<file path="src/rtl/pwm_pkg.sv">
// Shared types for the PWM fade scheduler: channel modes, breathe direction,
// sweep FSM states and the 16-bit duty type.
package pwm_pkg;

  localparam int DUTY_W = 16;

  typedef logic [DUTY_W-1:0] duty_t;

  typedef enum logic [1:0] {
    MODE_OFF     = 2'd0,
    MODE_ON      = 2'd1,
    MODE_BREATHE = 2'd2,
    MODE_BLINK   = 2'd3
  } mode_e;

  typedef enum logic {
    DIR_UP   = 1'b0,
    DIR_DOWN = 1'b1
  } dir_e;

  typedef enum logic {
    ST_IDLE  = 1'b0,
    ST_SWEEP = 1'b1
  } state_e;

endpackage

</file>
<file path="src/rtl/pwm_fade_channel.sv">
// Combinational service rule for one channel: given mode, shadow duty and
// breathe direction, produce the next shadow duty and direction.
module pwm_fade_channel
  import pwm_pkg::*;
#(
  parameter int DUTY_MAX  = 14000,
  parameter int DUTY_STEP = 1
) (
  input  logic [1:0]        mode,
  input  logic [DUTY_W-1:0] shadow,
  input  logic              dir,
  output logic [DUTY_W-1:0] next_shadow,
  output logic              next_dir
);

  localparam duty_t MAX_D  = duty_t'(DUTY_MAX);
  localparam duty_t STEP_D = duty_t'(DUTY_STEP);

  // One extra bit so the upward step saturates instead of wrapping.
  logic [DUTY_W:0] up_sum;
  assign up_sum = {1'b0, shadow} + {1'b0, STEP_D};

  always_comb begin
    // NOTE: defaults first so every path assigns both outputs and no latch is inferred.
    next_shadow = shadow;
    next_dir    = dir;
    case (mode_e'(mode))
      MODE_OFF: next_shadow = '0;
      MODE_ON:  next_shadow = MAX_D;
      MODE_BREATHE: begin
        if (dir == DIR_UP) begin
          if (up_sum >= {1'b0, MAX_D}) begin
            next_shadow = MAX_D;
            next_dir    = DIR_DOWN;
          end else begin
            next_shadow = up_sum[DUTY_W-1:0];
          end
        end else begin
          if (shadow <= STEP_D) begin
            next_shadow = '0;
            next_dir    = DIR_UP;
          end else begin
            next_shadow = shadow - STEP_D;
          end
        end
      end
      MODE_BLINK: next_shadow = (shadow != '0) ? '0 : MAX_D;
      default:    next_shadow = shadow;
    endcase
  end

endmodule

</file>
<file path="src/rtl/pwm_fade_scheduler.sv">
// Multi-channel LED dimmer: shared PWM period counter, one shared duty-update
// engine swept round-robin every step interval, and a one-deep command slot.
module pwm_fade_scheduler
  import pwm_pkg::*;
#(
  parameter int NUM_CH      = 8,
  parameter int PWM_PERIOD  = 20000,
  parameter int STEP_CYCLES = 3125000,
  parameter int DUTY_MAX    = 14000,
  parameter int DUTY_STEP   = 1,
  // One spare code so out-of-range channel numbers can be presented and discarded.
  localparam int CH_W       = $clog2(NUM_CH + 1)
) (
  input  logic              clk,
  input  logic              rst_n,
  input  logic              cmd_valid,
  output logic              cmd_ready,
  input  logic [CH_W-1:0]   cmd_ch,
  input  logic [1:0]        cmd_mode,
  output logic [NUM_CH-1:0] leds,
  output logic              frame_start
);

  localparam int                IDX_W    = $clog2(NUM_CH);
  localparam int                TMR_W    = $clog2(STEP_CYCLES);
  localparam duty_t             CNT_LAST = duty_t'(PWM_PERIOD - 1);
  localparam logic [TMR_W-1:0]  TMR_LAST = TMR_W'(STEP_CYCLES - 1);
  localparam logic [IDX_W-1:0]  IDX_LAST = IDX_W'(NUM_CH - 1);
  localparam logic [CH_W-1:0]   CH_LIMIT = CH_W'(NUM_CH);

  duty_t             cnt;
  logic [TMR_W-1:0]  tmr;
  state_e            state;
  logic [IDX_W-1:0]  svc_idx;

  logic              pend_valid;
  logic [IDX_W-1:0]  pend_ch;
  mode_e             pend_mode;

  mode_e             mode_q   [NUM_CH];
  duty_t             shadow_q [NUM_CH];
  duty_t             active_q [NUM_CH];
  logic [NUM_CH-1:0] dir_q;

  logic              cnt_wrap;
  logic              step_tc;
  logic              apply;
  mode_e             svc_mode;
  logic              svc_dir;
  duty_t             svc_shadow_next;
  logic              svc_dir_next;

  assign cnt_wrap  = (cnt == CNT_LAST);
  assign step_tc   = (tmr == TMR_LAST);
  assign apply     = (state == ST_SWEEP) && pend_valid && (pend_ch == svc_idx);
  assign cmd_ready = ~pend_valid;

  // A pending command takes effect in its own channel's slot, with the new mode.
  always_comb begin
    svc_mode = mode_q[svc_idx];
    svc_dir  = dir_q[svc_idx];
    if (apply) begin
      svc_mode = pend_mode;
      if (pend_mode == MODE_BREATHE && mode_q[svc_idx] != MODE_BREATHE) svc_dir = DIR_UP;
    end
  end

  pwm_fade_channel #(
    .DUTY_MAX  (DUTY_MAX),
    .DUTY_STEP (DUTY_STEP)
  ) u_svc (
    .mode        (svc_mode),
    .shadow      (shadow_q[svc_idx]),
    .dir         (svc_dir),
    .next_shadow (svc_shadow_next),
    .next_dir    (svc_dir_next)
  );

  always_ff @(posedge clk or negedge rst_n) begin
    if (!rst_n) begin
      cnt         <= '0;
      frame_start <= 1'b0;
    end else begin
      // NOTE: sequential state uses non-blocking assignments so every flop samples pre-edge values.
      cnt         <= cnt_wrap ? '0 : cnt + 1'b1;
      frame_start <= cnt_wrap;
    end
  end

  always_ff @(posedge clk or negedge rst_n) begin
    if (!rst_n) begin
      tmr     <= '0;
      state   <= ST_IDLE;
      svc_idx <= '0;
    end else begin
      tmr <= step_tc ? '0 : tmr + 1'b1;
      case (state)
        ST_IDLE: begin
          if (step_tc) begin
            state   <= ST_SWEEP;
            svc_idx <= '0;
          end
        end
        ST_SWEEP: begin
          if (svc_idx == IDX_LAST) state <= ST_IDLE;
          else                     svc_idx <= svc_idx + 1'b1;
        end
        default: state <= ST_IDLE;
      endcase
    end
  end

  always_ff @(posedge clk or negedge rst_n) begin
    if (!rst_n) begin
      pend_valid <= 1'b0;
      pend_ch    <= '0;
      pend_mode  <= MODE_OFF;
    end else if (apply) begin
      pend_valid <= 1'b0;
    end else if (cmd_valid && cmd_ready) begin
      pend_valid <= (cmd_ch < CH_LIMIT);
      pend_ch    <= IDX_W'(cmd_ch);
      pend_mode  <= mode_e'(cmd_mode);
    end
  end

  always_ff @(posedge clk or negedge rst_n) begin
    if (!rst_n) begin
      // NOTE: the per-channel arrays are a few flops each, so they are reset like any other state.
      for (int k = 0; k < NUM_CH; k++) begin
        mode_q[k]   <= MODE_OFF;
        shadow_q[k] <= '0;
        active_q[k] <= '0;
      end
      dir_q <= '0;
    end else begin
      if (state == ST_SWEEP) begin
        mode_q[svc_idx]   <= svc_mode;
        shadow_q[svc_idx] <= svc_shadow_next;
        dir_q[svc_idx]    <= svc_dir_next;
      end
      // Duty changes only at the frame boundary so a pulse is never cut short.
      if (cnt_wrap) begin
        for (int k = 0; k < NUM_CH; k++) active_q[k] <= shadow_q[k];
      end
    end
  end

  always_ff @(posedge clk or negedge rst_n) begin
    if (!rst_n) begin
      leds <= '0;
    end else begin
      for (int k = 0; k < NUM_CH; k++) leds[k] <= (cnt < active_q[k]);
    end
  end

endmodule
</file>
<file path="config.mk">
export PLATFORM = sky130hd
export DESIGN_NAME = pwm_fade_scheduler
export DESIGN_NICKNAME = d
export VERILOG_FILES = /design/src/rtl/pwm_pkg.sv /design/src/rtl/pwm_fade_channel.sv /design/src/rtl/pwm_fade_scheduler.sv
export SDC_FILE = /design/constraint.sdc
export NUM_CORES = 1
export LEC_CHECK = 0
export ABC_CLOCK_PERIOD_IN_PS = 10100
export CAP_MARGIN = 25
export CORE_ASPECT_RATIO = 1.75
export CORE_MARGIN = 4
export CORE_UTILIZATION = 50
export CTS_BUF_LIST = sky130_fd_sc_hd__clkbuf_16
export DETAILED_ROUTE_END_ITERATION = 8
export HOLD_SLACK_MARGIN = 0.02
export PLACE_DENSITY = 0.66
export SYNTH_ARGS = -nofsm -noshare
export SYNTH_HDL_FRONTEND = slang
export SYNTH_SLANG_ARGS = --single-unit
export TNS_END_PERCENT = 1
</file>
<file path="constraint.sdc">
create_clock -name clk -period 10.1 [get_ports clk]
set_input_delay 2.02 -clock clk [delete_from_list [all_inputs] [get_ports clk]]
set_output_delay 2.02 -clock clk [all_outputs]
set_load 0.05 [all_outputs]
</file>
# After elaboration in Yosys (flattened, before gate mapping)
# Index checks and enable logic that the tools add are counted.
[op_classes]
bitwise_logic = 4
n_reduce_logical = 11
n_eq_ne = 11
order_cmp = 15
div_mod_pow = 0
mul = 0
shifts = 0
muxes = 39
addsub = 5
[op_table]
columns = ["op", "count"]
rows = [
  ["bitwise mux 128 bit", 1],
  ["less-than comparator 16 bit", 8],
  ["2-to-1 mux 16 bit", 7],
  ["case mux 16 bit (4 select lines)", 1],
  ["binary-select mux 16 bit (select 3 bit)", 1],
  ["demux 16 bit (select 3 bit)", 1],
  ["adder 22 x 1 -> 22 bit, second input constant", 1],
  ["== test 22 bit, second input constant", 1],
  ["2-to-1 mux 22 bit", 1],
  ["adder 16 x 1 -> 17 bit, second input constant", 1],
  [">= comparator 17 x 14 -> 1 bit, second input constant", 1],
  ["adder 16 x 1 -> 16 bit, second input constant", 1],
  ["bitwise mux 16 bit", 1],
  ["== test 16 x 15 -> 1 bit, second input constant", 1],
  ["less-or-equal comparator 16 x 1 -> 1 bit, second input constant", 1],
  ["nonzero test 16 bit", 1],
  ["subtractor 16 x 1 -> 16 bit, second input constant", 1],
  ["2-to-1 mux 14 bit", 1],
  ["2-to-1 mux 1 bit", 12],
  ["bitwise mux 8 bit", 1],
  ["2-to-1 mux 2 bit", 4],
  ["binary-select mux 2 bit (select 3 bit)", 1],
  ["demux 2 bit (select 3 bit)", 1],
  ["== test 2 bit, second input constant", 3],
  ["21 further kinds", 32],
]
[word_totals]
inputBits = 9
mem_bits_rw = 0
regBits = 337
mem_bits_ro = 0
memories = 0
latch_bits = 0
elab_cells = 119

# Longest topological paths before layout
# Gate-level depths: netlist of the first run.
[logic_depth]
ltp_word = 11
mapped_depth = 21

# Modules after synthesis
# A second synthesis of the first run with hierarchy kept.
[unflattened]
hier_cells = 1827
hier_area_um2 = 17895.9
[by_module_without_submodules]
columns = ["mod", "area_each_um2", "n_inst", "cells_per_inst", "seq_area_each_um2"]
rows = [
  ["pwm_fade_scheduler", 16738.6, 1, 1654, 8433.1],
  ["pwm_fade_channel", 1157.4, 1, 173, 0.0],
]

# Worst setup path after synthesis of the first run
# OpenSTA, ideal clock, no wires.
[synth_path]
path_type = "reg2reg"
from = "register svc_idx[2]"
to = "register shadow_q[104] (netlist name)"
t_arrival_ps = 4088
setup_time_ps = 138
slack_ps = 5874
path_stages_with_launch = 21
period_less_slack_ps = 4226
path_buffers = 8
path_cell_list = "dfrtp_1 > buf_2 > buf_2 > buf_2 > buf_2 > buf_2 > mux4_2 > o21ai_0 > inv_1 > ha_1 > and2_1 > buf_1 > nor4_1 > o21ai_0 > a221o_1 > o211a_2 > o21ai_2 > o21a_1 > buf_6 > buf_6 > o31ai_1"
[synth_between]
elab_chain_cells = 11
[synth_lines]
columns = ["element", "line", "text"]
rows = [
  ["start: declaration", "pwm_fade_scheduler.sv:34", "logic [IDX_W-1:0] svc_idx;"],
  ["start signal: assignment", "pwm_fade_scheduler.sv:106", "else svc_idx <= svc_idx + 1'b1;"],
  ["parallel branches: the longest is 10 deep, another holds adder 16 x 1 -> 17 bit", "-", ""],
  ["bitwise mux 128 bit (*)", "pwm_fade_scheduler.sv:139", "shadow_q[svc_idx] <= svc_shadow_next;"],
  ["end signal: indexed assignment", "pwm_fade_scheduler.sv:139", ""],
  ["end: declaration", "pwm_fade_scheduler.sv:41", "duty_t shadow_q [NUM_CH];"],
]
# Mark *: on every way between the ends. The select of a mux whose other input is x is not followed.
# A chain may end at the register's enable or synchronous reset.

# Worst setup path in the final report of the first run
[layout_path]
from = "register svc_idx[2]"
to = "register shadow_q[56] (netlist name)"
# Same word-level chain as after synthesis.

==> summary.md, run 1 <==
| Metric | Value |
|---|---|
| Worst IR drop on VDD | 0.0001723 V |
| Worst setup SP type | flop |
| Top-count cell post-synth | dfrtp_1 |
| Post-layout minimum cycle time | 5.325 ns |
| DRC | 0 |
| Worst-path maximum fanout | 71 |
| WP data required | 10.47 ns |
| Ys async rst share | 1.000 |
| Max-Cap Viols | 0 |
| WL final | 51,210 microns |
| Placed cell areas | 18,710 sq um |
| Antenna violations before repair | 0 |
| Syn Inst Count | 1,867 |
| Fin. max-slew vios | 0 |
| Status | finished clean |
| Ys flop type | dfrtp_1 |
| Syn Area/Cell | 9.658 sq um |
| Multi-input gate area in the final layout | 8768 sq um |
| Hold Vio Cnt, Final | 0 |
| Clk_skew | 0.02321 ns |
| CTS root buf | clkbuf_16 |
| ANT cells | 0 |
| Syn Nets | 2,004 |
| Die height | 259.2 microns |
| Clk Latency, worst-skew pair | 0.54 ns |
| Die X | 151.6 microns |
| Top cells by count, synth | dfrtp_1 (337), nand2_1 (248), o21ai_0 (177) |
| Area growth syn-to-layout | 9.965% |
| Boundary Pins | 19 |
| Std-Cell Core Area | 35,410 sq um |
| GR Util All Layers | 0.2662 |
| Sum Neg Setup Slack | 0 ns |
| Crit end category | flop |
| Vias per inst | 5.960 |
| Reg area | 8438 sq um |
| Synthesized flop and latch total | 337 |
| Post-synth EDFFs | 0 |
| # setup viols final | 0 |
| Global-route wire length before repair | 80,230 microns |
| Initial Utilization | 0.5092 |
| Worst path arrival time | 5.70 ns |
| DP Wirelength | 36,420 microns |
| Leading area contributor after synthesis | dfrtp_1 |
| Unrepaired setup endpoints after global routing | false |
| Post CTS Setup Buffer Count | 0 |
| H-Tree Depth | 2 |
| Area contributors post-synth | dfrtp_1 (47%), ha_1 (8.9%), nand2_1 (5.2%) |
| Post-CTS sizing | 0 |
| Layout cells sized above 1 | 0.07260 |
| Clock buffer depth | 3 |
| Largest net degree at the start of global routing | 158 |
| Tightest Pin Transition | 1.094 ns |
| RePlAce Congestion | 0.9492 |
| Leakage | 0.008601 uW |
| Vias in the first global route | 13,910 |
| Pwr dens | 133.1 nW/um^2 |
| Post-route design area | 19,830 sq um |
| Top-area cell type share of the netlist area | 0.4677 |
| Worst rel slew slack | 0.2686 |
| Syn. warnings | 0 |
| Net count, final | 2,000 |
| CTS tree | built |
| Port-buffer cells | 18 |
| Register area share after synthesis | 0.4677 |
| Cts bufs inserted | 34 |
| Clock Pin Slew Worst Setup and Hold Paths | 0.06 ns |
| Row count | 91 |
| Hold_buf cts | 0 |
| Die area | 39,280 sq um |
| Pre-Repair DR Iteration Count | 5 |
| Distinct cell type count after synthesis | 66 |
| Fmax | 187.8 MHz |
| Hold Crit Class | flop to flop |
| DRT iter0 DRCs | 1,163 |
| CTS Sinks | 337 |
| Fill cell count | 3,086 |
| Setup CP Type | flop to flop |
| Syn Std Cell Area | 18,030 sq um |
| Drt wl/cell | 21.77 microns |
| Share of the clock period used by the worst path | 0.5272 |
| Routed vias | 14,020 |
| DRT antenna net count | 0 |
| Grt ovf | 0 |
## worst max-delay path, stage by stage, from the launching register on
cell	delay [ns]
dfrtp_4	0.74
buf_4	0.73
mux4_2	0.41
o21ai_0	0.43
inv_1	0.12
ha_1	0.29
and2_1	0.25
nor4_1	0.24
o21ai_0	0.12
a221o_1	0.38
o211a_2	0.19
o21ai_2	0.17
o21a_1	0.85
o31ai_1	0.17
## metal layers
layer	vias to the layer above	routed length, microns	global-route usage
met4	0	3241	0.1467
met5	-	0	0
met3	160	2111	0.02515
met1	6846	20630	0.3422
met2	471	25230	0.4399
li1	6540	-	-
## sequential cells by signal, summed over array words and instances, names as in the netlist
register / cells
mode_q: 16
svc_idx: 3
pend_ch: 3
leds: 8
state: 1
tmr: 22
pend_mode: 2
active_q: 128
cnt: 16
pend_valid: 1
dir_q: 8
frame_start: 1
shadow_q: 128
## kinds of logic after synthesis
group	Yosys count	share of synthesized area
compound gates	474	0.1597
xor+xnor	58	0.02817
fa+ha+maj	128	0.08882
buf+inv	216	0.04864
flops	337	0.4677
mux	85	0.06446
simple gates	569	0.1425
## power by group
| part | switching, uW | leakage (uW) | total [uW] | internal, uW |
|---|---|---|---|---|
| Sequential | 0.759 | 0.00467 | 1350 | 1350 |
| Clock | 545 | 0.000541 | 1260 | 710 |
| Combinational | 26.7 | 0.00339 | 31.8 | 5.10 |
## cell type report
cell class	instances	share of cell area
Clock buffer	35	0.04417
Clock inverter	25	0.01048
Multi-Input combinational cell	1314	0.4422
Tap cell	465	0.02934
Inverter	134	0.02537
Timing Repair Buffer	42	0.02284
Sequential cell	337	0.4256
## worst paths after layout
| path | start | end | slack (ns) | cells after the start |
|---|---|---|---|---|
| min in group asynchronous | rst_n | shadow_q[97]$_DFFE_PN0P_ | 1.58 | 1 |
| hold / removal | dir_q[5]$_DFFE_PN0P_ | dir_q[5]$_DFFE_PN0P_ | 0.48 | 2 |
| setup reg to reg | svc_idx[2]$_DFFE_PN0P_ | shadow_q[56]$_DFFE_PN0P_ | 4.77 | 13 |
| max in group asynchronous | rst_n | leds[3]$_DFF_PN0_ | 7.06 | 2 |
| hold reg to reg | dir_q[5]$_DFFE_PN0P_ | dir_q[5]$_DFFE_PN0P_ | 0.48 | 2 |
| setup / recovery | svc_idx[2]$_DFFE_PN0P_ | shadow_q[56]$_DFFE_PN0P_ | 4.77 | 13 |
## placed cells by master, fill, tap and decap left out, types with 8 or more instances in the layout
master	count
nand4_1	19
mux2i_1	43
and3_1	8
a21o_1	56
inv_1	139
a22oi_1	13
buf_4	18
mux2_2	19
nand2b_1	14
nand2_1	248
dfrtp_1	335
o21ai_1	11
nor3_1	11
ha_1	128
nand3_1	80
nand3b_1	16
xor2_1	30
mux4_2	23
o21a_1	19
o31ai_1	33
clkdlybuf4s50_1	17
xnor2_1	28
clkinv_1	11
o21ai_0	177
clkbuf_16	35
a21oi_1	107
nor2_1	125
a2111oi_0	8
o2111ai_1	10
## metrics by stage
stage,power [uW],util,instances,hold WS (ns),setup slack [ns]
global placement,1410,0.5262,2287,0.4592,4.992
CTS,2664,0.5591,2350,0.4787,4.865
floorplan,1378,-,1867,0.4446,5.874
global route,2722,0.5599,2352,0.5092,4.442
finish,2638,0.5599,2352,0.4806,4.775
detailed placement,1410,0.5285,2290,0.4656,4.877
No activity file was read; power rests on OpenSTA's default activity.
==> run 2: changes to the inputs <==
Settings changed: ABC_CLOCK_PERIOD_IN_PS 10100 to 5200.
Clock period 10.1 ns to 5.2 ns, I/O delays scaled along.
==> summary.md, run 2 (synthesis gave the netlist of run 1 again) <==
| Metric | Value |
|---|---|
| Pwr dens | 257.1 nW/um^2 |
| Grt ovf | 0 |
| Post CTS Setup Buffer Count | 0 |
| Worst IR drop on VDD | 0.0002515 V |
| Worst setup SP type | flop |
| GR Util All Layers | 0.2701 |
| Clk Latency, worst-skew pair | 0.56 ns |
| Setup CP Type | flop to flop |
| Tightest Pin Transition | 1.044 ns |
| Switch share | 0.2208 |
| RePlAce Congestion | 0.9655 |
| Leakage | 0.008741 uW |
| Fmax | 219.9 MHz |
| DRT iter0 DRCs | 1,038 |
| R2R cell count | 13 |
| Commonest cells after routing, fill and taps aside | dfrtp_1 (335), nand2_1 (248), o21ai_0 (177) |
| CTS tree | built |
| Worst rel slew slack | 0.3019 |
| Worst path arrival time | 4.94 ns |
| Top flop regs | active_q: 128 flops, shadow_q: 128 flops, tmr: 22 flops |
| Drt wl/cell | 22.03 microns |
| DRT antenna net count | 0 |
| WP data required | 5.59 ns |
| Net count, final | 2,015 |
| Hold_buf cts | 0 |
| Placed cell areas | 18,890 sq um |
| Clock Pin Slew Worst Setup and Hold Paths | 0.06 ns |
| Status | finished clean |
| Layout cells sized above 1 | 0.08036 |
| Die X | 151.6 microns |
| Vias in the first global route | 14,140 |
| Clock buffer depth | 3 |
| Die area | 39,280 sq um |
| # setup viols final | 0 |
| Area growth syn-to-layout | 11.46% |
| Hold Path Cell Cnt | 2 |
| Most common cell after layout, fill and taps aside | dfrtp_1 |
| Cts bufs inserted | 35 |
| Post-CTS sizing | 0 |
| Std-Cell Core Area | 35,410 sq um |
| Die height | 259.2 microns |
| Pre-Repair DR Iteration Count | 5 |
| WL final | 52,220 microns |
| Largest net degree at the start of global routing | 107 |
| Global-route wire length before repair | 81,270 microns |
| Hold Crit Class | flop to flop |
| Row count | 91 |
| Net load switching power | 1141 uW |
| Dpl cells | 2,302 |
| Crit end category | flop |
| Cell Int Power | 4026 uW |
| Post-layout minimum cycle time | 4.548 ns |
| H-Tree Depth | 2 |
| Clk pwr share | 0.480 |
| Post-route design area | 20,100 sq um |
| Routed vias | 14,160 |
| Initial Utilization | 0.5092 |
| Unrepaired setup endpoints after global routing | false |
| Sum Neg Setup Slack | 0 ns |
| Clk_skew | 0.02753 ns |
| Vias per inst | 5.976 |
| Share of the clock period used by the worst path | 0.8746 |
| Sequential share of power | 0.508 |
| Port-buffer cells | 18 |
| Logic pwr share | 0.012 |
| Fin cells | 2,370 |
| CTS root buf | clkbuf_16 |
| Worst-path maximum fanout | 27 |
| Max-Cap Viols | 0 |
| Fin. max-slew vios | 0 |
| DRC | 0 |
| DP Wirelength | 37,380 microns |
| Boundary Pins | 19 |
| Hold Vio Cnt, Final | 0 |
| Antenna violations before repair | 0 |
| CTS Sinks | 337 |
## run 2: cell types whose count changed in the layout (fill, tap and decap cells not counted), sizes merged
cell and change:
clkbuf +1, diode +1, buf +13, clkinvlp -2, inv +3, clkinv +2
## run 2: area by class of cell
type | instances | area [sq um]
timing repair buffer | 56 | 685.7
fill | 3090 | 15310
sequential | 337 | 8438
clock inverter | 28 | 241.5
clock buffer | 35 | 875.8
antenna | 1 | 2.502
multi-input combinational | 1314 | 8768
inverter | 134 | 503.0
tap | 465 | 581.8
## run 2: stage by stage
step	setup WS (ns)	hold WS [ns]	total power [uW]	util
6_report	0.6523	0.4780	5167	0.5675
3_3_place_gp	0.7720	0.4572	2741	0.5297
5_1_grt	0.3560	0.5047	5328	0.5675
2_1_floorplan	0.9736	0.4446	2677	-
4_1_cts	0.6918	0.4826	5218	0.5651
3_5_place_dp	0.7234	0.4681	2742	0.5336
## run 2: final timing paths
check / start / to / slack, ns
max: svc_idx[1]$_DFFE_PN0P_ / shadow_q[127]$_DFFE_PN0P_ / 0.65
min: mode_q[15]$_DFFE_PN0P_ / mode_q[15]$_DFFE_PN0P_ / 0.48
max reg2reg: svc_idx[1]$_DFFE_PN0P_ / shadow_q[127]$_DFFE_PN0P_ / 0.65
min reg2reg: mode_q[15]$_DFFE_PN0P_ / mode_q[15]$_DFFE_PN0P_ / 0.48
max in group asynchronous: rst_n / tmr[4]$_DFF_PN0_ / 3.60
min in group asynchronous: rst_n / shadow_q[101]$_DFFE_PN0P_ / 0.54
## run 2: per-layer routing
| layer | vias up | GRT usage | wire length, microns |
|---|---|---|---|
| li1 | 6542 | - | - |
| met1 | 6986 | 0.3414 | 20450 |
| met2 | 491 | 0.4528 | 26050 |
| met3 | 145 | 0.02725 | 2361 |
| met4 | 0 | 0.1462 | 3355 |
| met5 | - | 0 | 0 |
## run 2: worst max-delay path, stage by stage (launching register included)
cell,delay [ns]
dfrtp_2,0.99
mux4_2,0.59
o21ai_1,0.26
inv_1,0.14
ha_1,0.27
and2_1,0.27
nor4_1,0.33
o21ai_0,0.13
a221o_1,0.39
o211a_2,0.20
o21ai_2,0.15
o21a_1,0.17
buf_4,0.31
o31ai_1,0.13
## run 2: power groups by stage
stage,clock [uW],combinational [uW],sequential [uW]
final,2480,63.4,2630
after global routing,2630,75.3,2620
after global placement,0,66.9,2670
after CTS,2530,67.8,2630
after detailed placement,0,67.7,2670
after floorplan,0,3.00,2670
